[src/rtl/snail_trace_mon.sv]
// Trace monitor: captures in-window CPU RAM writes into a timestamped FIFO
// and stops on halt opcode (after a hold window) or on a cycle timeout.
module snail_trace_mon #(
    parameter int unsigned AW         = 8,
    parameter int unsigned DW         = 8,
    parameter int unsigned CW         = 16,
    parameter int unsigned DEPTH      = 16,
    parameter int unsigned WIN_BASE   = 0,
    parameter int unsigned WIN_SIZE   = 32,
    parameter logic [3:0]  HLT_OP     = 4'h0,
    parameter int unsigned HALT_DELAY = 1,
    parameter int unsigned TIMEOUT    = 1000
) (
    input  logic          clk,
    input  logic          rst,
    input  logic [AW-1:0] ram_addr,
    input  logic [DW-1:0] ram_wdat,
    input  logic          ram_wr_,
    input  logic [3:0]    ins,
    output logic          trc_valid,
    input  logic          trc_ready,
    output logic [AW-1:0] trc_addr,
    output logic [DW-1:0] trc_data,
    output logic [CW-1:0] trc_cycle,
    output logic [CW-1:0] cyc_cnt,
    output logic [1:0]    state,
    output logic          done,
    output logic          timed_out,
    output logic          overflow,
    output logic [7:0]    drop_cnt
);

    localparam int unsigned PW = (DEPTH > 1) ? $clog2(DEPTH) : 1;
    localparam int unsigned RW = AW + DW + CW;

    // Window bounds carry one extra bit so WIN_BASE+WIN_SIZE == 2^AW still fits.
    localparam logic [AW:0]   WinLo       = (AW+1)'(WIN_BASE);
    localparam logic [AW:0]   WinHi       = (AW+1)'(WIN_BASE + WIN_SIZE);
    localparam logic [CW-1:0] TimeoutLast = CW'(TIMEOUT - 1);
    localparam logic [PW:0]   FullCount   = (PW+1)'(DEPTH);
    localparam logic [7:0]    HoldInit    = 8'(HALT_DELAY);

    typedef enum logic [1:0] {
        StRun   = 2'd0,
        StHold  = 2'd1,
        StDrain = 2'd2,
        StDone  = 2'd3
    } state_e;

    state_e        state_q, state_d;
    logic [7:0]    hold_q, hold_d;
    logic          timed_out_q, timed_out_d;
    logic [CW-1:0] cyc_q;
    logic          overflow_q;
    logic [7:0]    drop_q;

    logic [RW-1:0] mem [DEPTH];
    logic [PW-1:0] wr_ptr_q, rd_ptr_q;
    logic [PW:0]   count_q;

    logic          in_window, active, capture;
    logic          fifo_full, fifo_empty;
    logic          push, pop, drop;
    logic [RW-1:0] head;

    always_comb begin
        in_window  = ({1'b0, ram_addr} >= WinLo) && ({1'b0, ram_addr} < WinHi);
        active     = (state_q == StRun) || (state_q == StHold);
        capture    = active && !ram_wr_ && in_window;
        fifo_full  = (count_q == FullCount);
        fifo_empty = (count_q == '0);
        pop        = !fifo_empty && trc_ready;
        // A full FIFO still accepts a record when the head leaves in the same cycle.
        push       = capture && (!fifo_full || pop);
        drop       = capture && fifo_full && !pop;
    end

    always_comb begin
        state_d     = state_q;
        hold_d      = hold_q;
        timed_out_d = timed_out_q;
        unique case (state_q)
            StRun: begin
                if (ins == HLT_OP) begin
                    state_d = StHold;
                    hold_d  = HoldInit;
                end else if ((TIMEOUT != 0) && (cyc_q == TimeoutLast)) begin
                    state_d     = StDrain;
                    timed_out_d = 1'b1;
                end
            end
            StHold: begin
                if (hold_q == 8'd0) begin
                    state_d = StDrain;
                end else begin
                    hold_d = hold_q - 8'd1;
                end
            end
            StDrain: begin
                if (fifo_empty) begin
                    state_d = StDone;
                end
            end
            StDone: state_d = StDone;
            default: state_d = StRun;
        endcase
    end

    always_ff @(posedge clk) begin
        if (rst) begin
            state_q     <= StRun;
            hold_q      <= 8'd0;
            timed_out_q <= 1'b0;
            cyc_q       <= '0;
            overflow_q  <= 1'b0;
            drop_q      <= 8'd0;
            wr_ptr_q    <= '0;
            rd_ptr_q    <= '0;
            count_q     <= '0;
        end else begin
            state_q     <= state_d;
            hold_q      <= hold_d;
            timed_out_q <= timed_out_d;
            if ((state_q != StDone) && (cyc_q != '1)) begin
                cyc_q <= cyc_q + CW'(1);
            end
            if (drop) begin
                overflow_q <= 1'b1;
                if (drop_q != 8'hff) begin
                    drop_q <= drop_q + 8'd1;
                end
            end
            if (push) begin
                wr_ptr_q <= wr_ptr_q + PW'(1);
            end
            if (pop) begin
                rd_ptr_q <= rd_ptr_q + PW'(1);
            end
            case ({push, pop})
                2'b10:   count_q <= count_q + (PW+1)'(1);
                2'b01:   count_q <= count_q - (PW+1)'(1);
                default: count_q <= count_q;
            endcase
        end
    end

    // Storage needs no reset: the head is masked whenever the FIFO is empty.
    always_ff @(posedge clk) begin
        if (!rst && push) begin
            mem[wr_ptr_q] <= {ram_addr, ram_wdat, cyc_q};
        end
    end

    always_comb begin
        head      = mem[rd_ptr_q];
        trc_valid = !fifo_empty;
        trc_addr  = trc_valid ? head[RW-1 -: AW]    : '0;
        trc_data  = trc_valid ? head[CW+DW-1 -: DW] : '0;
        trc_cycle = trc_valid ? head[CW-1:0]        : '0;
        cyc_cnt   = cyc_q;
        state     = state_q;
        done      = (state_q == StDone);
        timed_out = timed_out_q;
        overflow  = overflow_q;
        drop_cnt  = drop_q;
    end

endmodule

[config.mk]
export PLATFORM = sky130hd
export DESIGN_NAME = snail_trace_mon
export DESIGN_NICKNAME = d
export VERILOG_FILES = /design/src/rtl/snail_trace_mon.sv
export SDC_FILE = /design/constraint.sdc
export NUM_CORES = 1
export LEC_CHECK = 0
export CORE_MARGIN = 5
export CORE_UTILIZATION = 40
export DETAILED_ROUTE_END_ITERATION = 7
export GPL_TIMING_DRIVEN = 0
export PLACE_DENSITY_LB_ADDON = 0.05
export SLEW_MARGIN = 20
export SYNTH_ARGS = -nofsm -noshare
export SYNTH_HDL_FRONTEND = slang
export SYNTH_SLANG_ARGS = --single-unit
[constraint.sdc]
create_clock -name clk -period 5.3 [get_ports clk]
set_input_delay 1.59 -clock clk [delete_from_list [all_inputs] [get_ports clk]]
set_output_delay 1.59 -clock clk [all_outputs]
set_load 0.02 [all_outputs]
Word-level counts from Yosys, hierarchy flattened
Memories as Yosys holds them, arrays and structs flattened. A register that Yosys moved wholly into a read port is not among the register bits.
Index checks and enable logic that the tools add are counted.
{"block": "classes", "n_mux": 16, "n_addsub": 7, "eq_ne": 15, "reduce_logical": 25, "bitwise_logic": 1, "order_cmp": 1}
{"cell": "$mux W8", "n": 4}
{"cell": "$add A16 B1 Y16 const B", "n": 1}
{"cell": "$eq A16 B10 Y1 const B", "n": 1}
{"cell": "$mux W16", "n": 1}
{"cell": "$ne A16 B16 Y1 const B", "n": 1}
{"cell": "$pmux W8 S2", "n": 1}
{"cell": "$pmux W5 S2", "n": 1}
{"cell": "$reduce_and A3 Y1", "n": 3}
{"cell": "$add A4 B1 Y4 const B", "n": 2}
{"cell": "$add A8 B1 Y8 const B", "n": 1}
{"cell": "$logic_and A1 B1 Y1", "n": 8}
{"cell": "$logic_not A8 Y1", "n": 1}
{"cell": "$lt A8 B6 Y1 const B", "n": 1}
{"cell": "$mux W2", "n": 4}
{"cell": "$mux W4", "n": 2}
{"cell": "$ne A8 B8 Y1 const B", "n": 1}
{"cell": "$pmux W2 S4", "n": 1}
{"cell": "$sub A8 B1 Y8 const B", "n": 1}
{"cell": "$eq A2 B2 Y1 const B", "n": 3}
{"cell": "$ne A2 B2 Y1 const B", "n": 3}
{"cell": "$add A5 B1 Y5 const B", "n": 1}
{"cell": "$eq A5 B5 Y1 const B", "n": 1}
{"cell": "$logic_not A1 Y1", "n": 5}
{"cell": "$logic_not A5 Y1", "n": 1}
{"cell": "other kinds (11)", "n": 16}
{"block": "totals", "reg_bits": 49, "n_memories": 1, "mem_bits_rw": 512, "wordCells": 75}
{"name": "mem", "words": 16, "width": 32, "read_ports": 1, "rd_clocked_by_memory_dff": 1, "wr": 1, "line_no": "57", "text": "logic [RW-1:0] mem [DEPTH];"}

Depth between registers and ports, before layout
Gate-level depths: netlist of the first run.
{"block": "depth", "depth_word": 8, "mapped_depth": 9, "mapped_depth_nobuf": 9}

Worst setup path before layout of the first run
No wires, ideal clock.
{"block": "synth_timing", "path_kind": "in2reg", "start": "in ram_wr_", "end": "mem mem[13][0] (netlist name) (enable)", "arrival_time_ns": 4.305, "setup_ns": 0.421, "slack_ns": 0.574, "required_ns": 4.879, "n_path_buf": 0, "cell_stages": 5, "cell_sequence": "or4_4 -> a311oi_4 -> and2b_2 -> nand2_2 -> nor2_1"}
{"block": "synth_via", "elab_chain_len": 7}
{"element": "start: declaration", "line_no": "18", "text": "input logic ram_wr_,"}
{"element": "$logic_not A1 Y1", "line_no": "69", "text": "capture = active && !ram_wr_ && in_window;"}
{"element": "$logic_and A1 B1 Y1 (2 in series)", "line_no": "69"}
{"element": "$logic_and A1 B1 Y1", "line_no": "74", "text": "push = capture && (!fifo_full || pop);"}
{"element": "$logic_and A1 B1 Y1", "line_no": "149", "text": "if (!rst && push) begin"}
{"element": "$mux W1", "line_no": "149"}
{"element": "$mux W1 (not written as such)", "line_no": "150", "text": "mem[wr_ptr_q] <= {ram_addr, ram_wdat, cyc_q};"}
{"element": "end: declaration", "line_no": "57"}
Every way passes these cells.

Worst setup path after layout of the first run
{"block": "layout_timing", "start": "reg count_q[0]", "end": "out trc_cycle[5]"}
{"block": "layout_via", "elab_chain_len": 2}
{"element": "start: declaration", "line_no": "59", "text": "logic [PW:0] count_q;"}
{"element": "start signal: assignment", "line_no": "140", "text": "2'b10: count_q <= count_q + (PW+1)'(1);"}
{"element": "start signal: assignment", "line_no": "141", "text": "2'b01: count_q <= count_q - (PW+1)'(1);"}
{"element": "start signal: assignment", "line_no": "142", "text": "default: count_q <= count_q;"}
{"element": "$logic_not A5 Y1", "line_no": "71", "text": "fifo_empty = (count_q == '0);"}
{"element": "$mux W16", "line_no": "159", "text": "trc_cycle = trc_valid ? head[CW-1:0] : '0;"}
{"element": "end: declaration", "line_no": "24", "text": "output logic [CW-1:0] trc_cycle,"}
Every way passes these cells.

==> results.md, run 1 <==
* Slew Limit Fails at 0
* Syn_area_per_cell at 20.0 um^2
* RSZ-0062 raised after global routing: yes
* Mapped Cells at 1099
* Placed instance count at 1921
* RD Place Congestion at 0.769
* Comb pwr share at 20.1%
* Number of global-route vias before repair at 11600
* Drt drc at 0
* Standard-cell rows at 86
* Worst setup margin at 0.0860 ns
* Tcrit/Tclk final at 98.4%
* Worst stage delay on the critical path at 0.60 ns
* Area post-placement at 24600 um^2
* Hold path endpoint: overflow$_SDFFE_PP0P_
* Data arrival time of the critical path at 3.62 ns
* Gr busiest metal: met2
* Die H at 245 um
* Final wirelength at 53.8 mm
* Max Cap Viol at 0
* H-tree lvl count at 2
* Crit path max fanout at 10
* Via count at 11000
* Reg2Reg Depth at 8
* Crit path time final at 5.21 ns
* Boundary Pins at 86
* Slowest stage cell, crit path: clkdlybuf4s50_1
* CP cell instances: nor4_2 -> nand2_1 -> nand2_1 -> clkdlybuf4s15_2 -> o22ai_1 -> clkdlybuf4s50_1
* Seq pwr share at 44.0%
* Crit end category: primary output
* Largest net degree at the start of global routing at 24
* HP Start: overflow$_SDFFE_PP0P_
* Library cells used by synthesis at 52
* Mapped Nets at 1136
* CP required at 3.71 ns
* Dpl ws at -0.263 ns
* Ant diodes at 0
* CP dominant cell by count: nand2_1
* Worst skew pair latency at 0.61 ns
* Rel. slew slack at 29.4%
* Port Buffers at 85
* Die area at 59800 um^2
* Actual slew at the worst max-slew pin at 1.06 ns
* Clock power frac at 35.9%
* ANT nets after route at 0
* Mapped Area at 22000 um^2
* GRT Overall Usage at 18.1%
* Status: finished clean
* # Post-CTS Setup Buffers at 0
* Leak Pwr at 8.18 nW
* Synthesis-stage register bit count at 565
* Peak supply drop at 0.000263 V
* Clk sinks at 565
* Sequential element share of the synthesized area at 74.6%
* Met1 GRT Util at 25.6%
* Hpwl dp at 34.8 mm
* Final instance area at 26500 um^2
* Global routing usage on met3 at 3.50%
* Internal power at 8.23 mW
* Worst Hold Depth at 2
* Yosys warning count at 0
* Fin cells at 2026
* RR Startpoint: count_q[0]$_SDFFE_PP0P_
* Clock Tree Buf Depth at 3
* Final Power at 11.2 mW
* Worst R2R End: mem[2][23]$_DFFE_PP_
* Min Hold Slack at 0.480 ns
* Initial antenna violation count at 0
* Crit Path Category: reg -> out
* Hold Buf Count CTS at 0
* Switching pwr at 2.94 mW
* Switching part of the total at 26.3%
* Pre-antenna DRT Iters at 4
* Initial DRC count at 768
* GR Overflow Total at 0
* Hold crit path type: reg -> reg
* Post-synth top area cell: edfxtp_1
* Reg clk slew, reported paths at 0.06 ns
* Share of Yosys cell area claimed by the top area cell type at 69.8%
* Global-route wire length before repair at 79.8 mm
* Starting Density at 40.2%
* Area grow syn2layout at 20.4%
* CTS buffer count at 59
* Core area at 54800 um^2
* Via/cell ratio at 5.43
* Root buffer cell: clkbuf_16
* Share of cells above drive strength 1 at 23.0%
* Pwr Density at 421 nW/um^2
* Met2 Use GR at 29.7%
* Die span in x at 245 um
* Final setup fails at 0
* Layout Nets at 1314
* Crit start category: flop
* Clock Skew at 0.0144 ns
* Final hold violations at 0
* Synth top area cells: edfxtp_1, mux4_2, dfxtp_1
* CTS tree: built
* FF-to-FF setup slack at 2.25 ns
* Maximum clock rate at 192 MHz
* WL/cell at 26.6 um
## power groups by stage
stage	sequential, mW	combinational, mW	clock [mW]
6_report	4.91	2.24	4.01
5_1_grt	4.92	2.41	4.30
4_1_cts	4.91	2.30	4.12
3_5_place_dp	5.01	2.29	0
3_3_place_gp	5.01	2.28	0
2_1_floorplan	5.00	1.37	0
## cells by family after synthesis
| group | count (synthesis) | synth area share (%) |
|---|---|---|
| DFF | 565 | 74.6 |
| adders and majority gates | 13 | 0.773 |
| buffers and inverters | 64 | 1.20 |
| and+or+nand+nor | 159 | 3.74 |
| muxes | 198 | 16.3 |
| AOI/OAI and AO/OA | 66 | 1.98 |
| xor gates and xnor gates | 34 | 1.35 |
## Yosys cell counts (all sizes together)
master,instances
a2111oi,1
a211oi,3
a21bo,1
a21boi,1
a21o,2
a21oi,9
a311oi,2
a31oi,1
and2,1
and2b,1
and3,3
and4,2
buf,26
clkbuf,28
dfxtp,53
edfxtp,512
fa,1
ha,12
inv,10
mux2,3
mux2i,67
mux4,128
nand2,21
nand2b,4
nand3,11
nand3b,1
nand4,13
nor2,68
nor2b,2
nor3,11
nor3b,4
nor4,6
nor4b,3
o211ai,3
o21ai,11
o22ai,32
or2,3
or3,3
or4,2
xnor2,4
xor2,30
## through the flow
stage	util, %	TNS (ns)
after CTS	48.4	0
after global routing	48.4	-0.0887
after detailed placement	44.9	-3.99
final	48.4	0
after global placement	43.4	-1142.72
after floorplan	-	0
## worst max-delay path, delay by kind of cell (launching register included)
kind | cells | cell delay [ns]
AO/OA/AOI/OAI | 1 | 0.26
buffers and inverters | 2 | 1.16
flip-flops | 1 | 0.37
AND/OR/NAND/NOR | 3 | 1.20
## flip-flops by register name, indices dropped and copies added (netlist names), named ones only
register / flops
timed_out: 1
cyc_cnt: 16
mem: 512
rd_ptr_q: 4
hold_q: 8
drop_cnt: 8
count_q: 5
wr_ptr_q: 4
state: 2
overflow: 1
## worst max-delay path by stage
stage / start / to / slack, ns / cells past startpoint
after floorplan: ram_wr_ / mem[13][0]$_DFFE_PP_ / 0.57 / 5
after global placement: ram_addr[7] / mem[14][28]$_DFFE_PP_ / -2.54 / 6
after detailed placement: ram_addr[6] / mem[2][23]$_DFFE_PP_ / -0.26 / 9
after CTS: count_q[0]$_SDFFE_PP0P_ / trc_cycle[5] / 0.0002 / 6
after global routing: count_q[0]$_SDFFE_PP0P_ / trc_cycle[5] / -0.03 / 6
final: count_q[0]$_SDFFE_PP0P_ / trc_cycle[5] / 0.09 / 6
## layout by cell type (no fill, tap or decap), types with 10 or more instances in the layout
cell / instances
clkinv_1: 13
inv_1: 10
mux4_2: 128
clkbuf_16: 61
buf_8: 10
edfxtp_1: 512
buf_2: 14
clkdlybuf4s50_1: 85
dfxtp_1: 53
ha_1: 12
buf_16: 18
o22ai_1: 32
xor2_1: 30
clkbuf_1: 36
clkbuf_2: 12
nor2_1: 55
nand3_1: 11
mux2i_1: 67
nand2_1: 17
nor2_4: 12
nand4_1: 13
## area by class of cell
cell class	instances	area, um^2
fillers	4537	28200
repair buffers	118	1590
inverters	10	37.5
clock inverters	20	186
flip-flops and latches	565	16400
well taps	704	881
multi-input cells	470	5440
plain buffers	53	283
clock buffers	86	1670
## layer usage
metal	part of all wire (%)	routed length, um
met1	45	24400
met5	0	0
met2	49	26400
met4	1.6	850
met3	4.0	2180
## what timing repair did
item,in CTS,in global routing
gates resized for setup,21,5
hold endpoints to repair,0,0
endpoints found under the setup margin,31,19
(Power assumes the default switching activity.)
==> run 2, diff against run 1 <==
--- a/config.mk
+++ b/config.mk
@@ -5,6 +5,10 @@
 export SDC_FILE = /design/constraint.sdc
 export NUM_CORES = 1
 export LEC_CHECK = 0
+export CAP_MARGIN = 10
+export CELL_PAD_IN_SITES_DETAIL_PLACEMENT = 1
+export CELL_PAD_IN_SITES_GLOBAL_PLACEMENT = 2
+export CORE_ASPECT_RATIO = 1.1
 export CORE_MARGIN = 5
 export CORE_UTILIZATION = 40
 export DETAILED_ROUTE_END_ITERATION = 7
==> run 2 against run 1 <==
  * Flip-flop and latch count unchanged
  * Critical path depth unchanged
  * Maximum frequency up 2.3%
  * Setup slack better by 0.12 ns
  * Clock power down 3%
  * Clock skew up 0.0031 ns
  * Worst hold slack worse by 0.0038 ns
  * Global-route usage up 0.23 points
==> results.md, run 2 (same netlist as run 1, synthesis figures left out) <==
* FF-to-FF setup slack at 2.40 ns
* Tcrit/Tclk final at 96.1%
* Worst skew pair latency at 0.61 ns
* Drt drc at 0
* Area post-placement at 24500 um^2
* Commonest non-fill, non-tap cell in the layout: edfxtp_1
* Root buffer cell: clkbuf_16
* Crit path time final at 5.10 ns
* Global-route wire length before repair at 80.9 mm
* RD Place Congestion at 0.724
* Seq pwr share at 44.6%
* Final cell utilization of the core at 48.2%
* Max Cap Viol at 0
* Worst stage delay on the critical path at 0.72 ns
* Slowest stage cell, crit path: buf_1
* Core area at 54700 um^2
* CTS tree: built
* Reg clk slew, reported paths at 0.06 ns
* CP cell instances: clkbuf_2 -> buf_1 -> mux4_2 -> mux2i_1 -> o22ai_1 -> clkdlybuf4s50_1
* Multi-input logic area at 5440 um^2
* Fin cells at 2052
* Worst Hold Depth at 2
* Largest net degree at the start of global routing at 24
* Crit Path Category: reg -> out
* Switching pwr at 2.93 mW
* Crit end category: primary output
* Share of cells above drive strength 1 at 23.3%
* Pre-antenna DRT Iters at 4
* Peak supply drop at 0.000297 V
* Final Power at 11.0 mW
* Actual slew at the worst max-slew pin at 0.920 ns
* Reg2Reg Depth at 9
* CP required at 3.71 ns
* H-tree lvl count at 2
* Final setup fails at 0
* Rel. slew slack at 38.6%
* Internal power at 8.08 mW
* Crit start category: flop
* Initial DRC count at 656
* Data arrival time of the critical path at 3.51 ns
* CP bufs+invs at 3
* Switching part of the total at 26.6%
* Maximum clock rate at 196 MHz
* Status: finished clean
* Most frequent cells in the layout: edfxtp_1, mux4_2, clkdlybuf4s50_1, mux2i_1, clkbuf_16
* Fillers at 5056
* # Post-CTS Setup Buffers at 0
* GRT Overall Usage at 18.3%
* ANT nets after route at 0
* WL/cell at 26.5 um
* Comb pwr share at 20.1%
* Placed instance count at 1951
* Leak Pwr at 8.11 nW
* Port Buffers at 85
* Pwr Density at 418 nW/um^2
* Ant diodes at 0
* Worst R2R End: count_q[4]$_SDFFE_PP0P_
* Die area at 59800 um^2
* Hold crit path type: reg -> reg
* Clock Tree Buf Depth at 3
* Clk sinks at 565
* RR Startpoint: count_q[0]$_SDFFE_PP0P_
* Via/cell ratio at 5.38
* Die span in x at 234 um
* Boundary Pins at 86
* Crit path max fanout at 10
* Clock power frac at 35.3%
* Hold path endpoint: overflow$_SDFFE_PP0P_
* GR Overflow Total at 0
* Max FFs per register at 512
* Starting Density at 40.2%
* CP delay by family, top: buffers and inverters
* Final instance area at 26400 um^2
* HP Start: overflow$_SDFFE_PP0P_
* Standard-cell rows at 90
* Layout Nets at 1310
* Area grow syn2layout at 19.8%
* Clock Skew at 0.0175 ns
* Reg area at 16400 um^2
* Final hold violations at 0
* RSZ-0062 raised after global routing: no
* Final wirelength at 54.4 mm
* Hpwl dp at 36.1 mm
* Number of global-route vias before repair at 12000
* Min Hold Slack at 0.476 ns
* Most flop-heavy register: mem
* Initial antenna violation count at 0
* Die H at 256 um
* CTS buffer count at 57
* Slew Limit Fails at 0
* Via count at 11000
## run 2: cell count changes in the layout (fill, tap and decap cells not counted), moves of 2 or more
cell	before	now
buf_16	18	10
clkbuf_16	61	59
clkbuf_1	36	30
clkinvlp_4	1	3
buf_4	3	1
buf_8	10	12
buf_12	4	9
clkinv_1	13	11
clkinv_2	2	6
clkbuf_8	5	3
buf_2	14	18
## run 2: final cells by class
type / count / area share (%)
clock buffer: 77 / 5.97
sequential: 565 / 62.3
clock inverter: 25 / 0.792
buffer: 53 / 1.04
tap: 736 / 3.49
timing repair buffer: 116 / 5.63
multi-input combinational: 470 / 20.6
inverter: 10 / 0.142
## run 2: layer usage
layer	routed length, um	vias up	track usage, %
met5	0	-	0
met4	977	0	4.08
met3	1700	67	2.34
met1	23500	5915	24.8
met2	28300	187	31.8
li1	-	4864	-
## run 2: power groups by stage
| stage | logic, mW | clock network (mW) | registers (mW) |
|---|---|---|---|
| CTS | 2.28 | 3.99 | 4.92 |
| floorplan | 1.37 | 0 | 5.00 |
| finish | 2.21 | 3.89 | 4.92 |
| global placement | 2.25 | 0 | 5.01 |
| detailed placement | 2.26 | 0 | 5.01 |
| global route | 2.37 | 4.18 | 4.92 |
## run 2: through the flow
step                setup WS, ns  setup TNS (ns)
finish                     0.204               0
global route              0.0366               0
CTS                       0.0137               0
detailed placement       -0.0857           -3.69
global placement           -2.45        -1165.76
floorplan                  0.574               0
## run 2: worst reg2reg max path: cells and delay by family (launching register included)
| kind | cells | cell delay (ns) |
|---|---|---|
| AO/OA/AOI/OAI | 3 | 0.78 |
| flip-flops | 1 | 0.38 |
| AND/OR/NAND/NOR | 4 | 0.98 |
| multiplexers | 1 | 0.27 |
| adder cells (fa/ha/maj) | 1 | 0.45 |
## run 2: worst max path at each step
stage                      from                    end  slack (ns)  depth (start not counted)
floorplan               ram_wr_   mem[13][0]$_DFFE_PP_        0.57                          5
global placement    ram_addr[6]  mem[14][19]$_DFFE_PP_       -2.45                          6
detailed placement  ram_addr[6]   mem[7][20]$_DFFE_PP_       -0.09                          7
CTS                        flop           trc_cycle[7]        0.01                          6
global route               flop            trc_data[3]        0.04                          6
finish                     flop           trc_cycle[5]        0.20                          6
## run 2: timing repair
action | 4_1_cts | 5_1_grt
setup endpoints to repair | 28 | 17
hold buffers | 0 | 0
resized for setup | 21 | 4
endpoints found under the hold margin | 0 | 0
==> run 3, diff against run 2 <==
--- a/config.mk
+++ b/config.mk
@@ -5,7 +5,7 @@
 export SDC_FILE = /design/constraint.sdc
 export NUM_CORES = 1
 export LEC_CHECK = 0
-export CAP_MARGIN = 10
+export CAP_MARGIN = 0
 export CELL_PAD_IN_SITES_DETAIL_PLACEMENT = 1
 export CELL_PAD_IN_SITES_GLOBAL_PLACEMENT = 2
 export CORE_ASPECT_RATIO = 1.1
==> results of run 3 <==
Same layout as run 2: the final DEF is identical, and so are final timing and power.
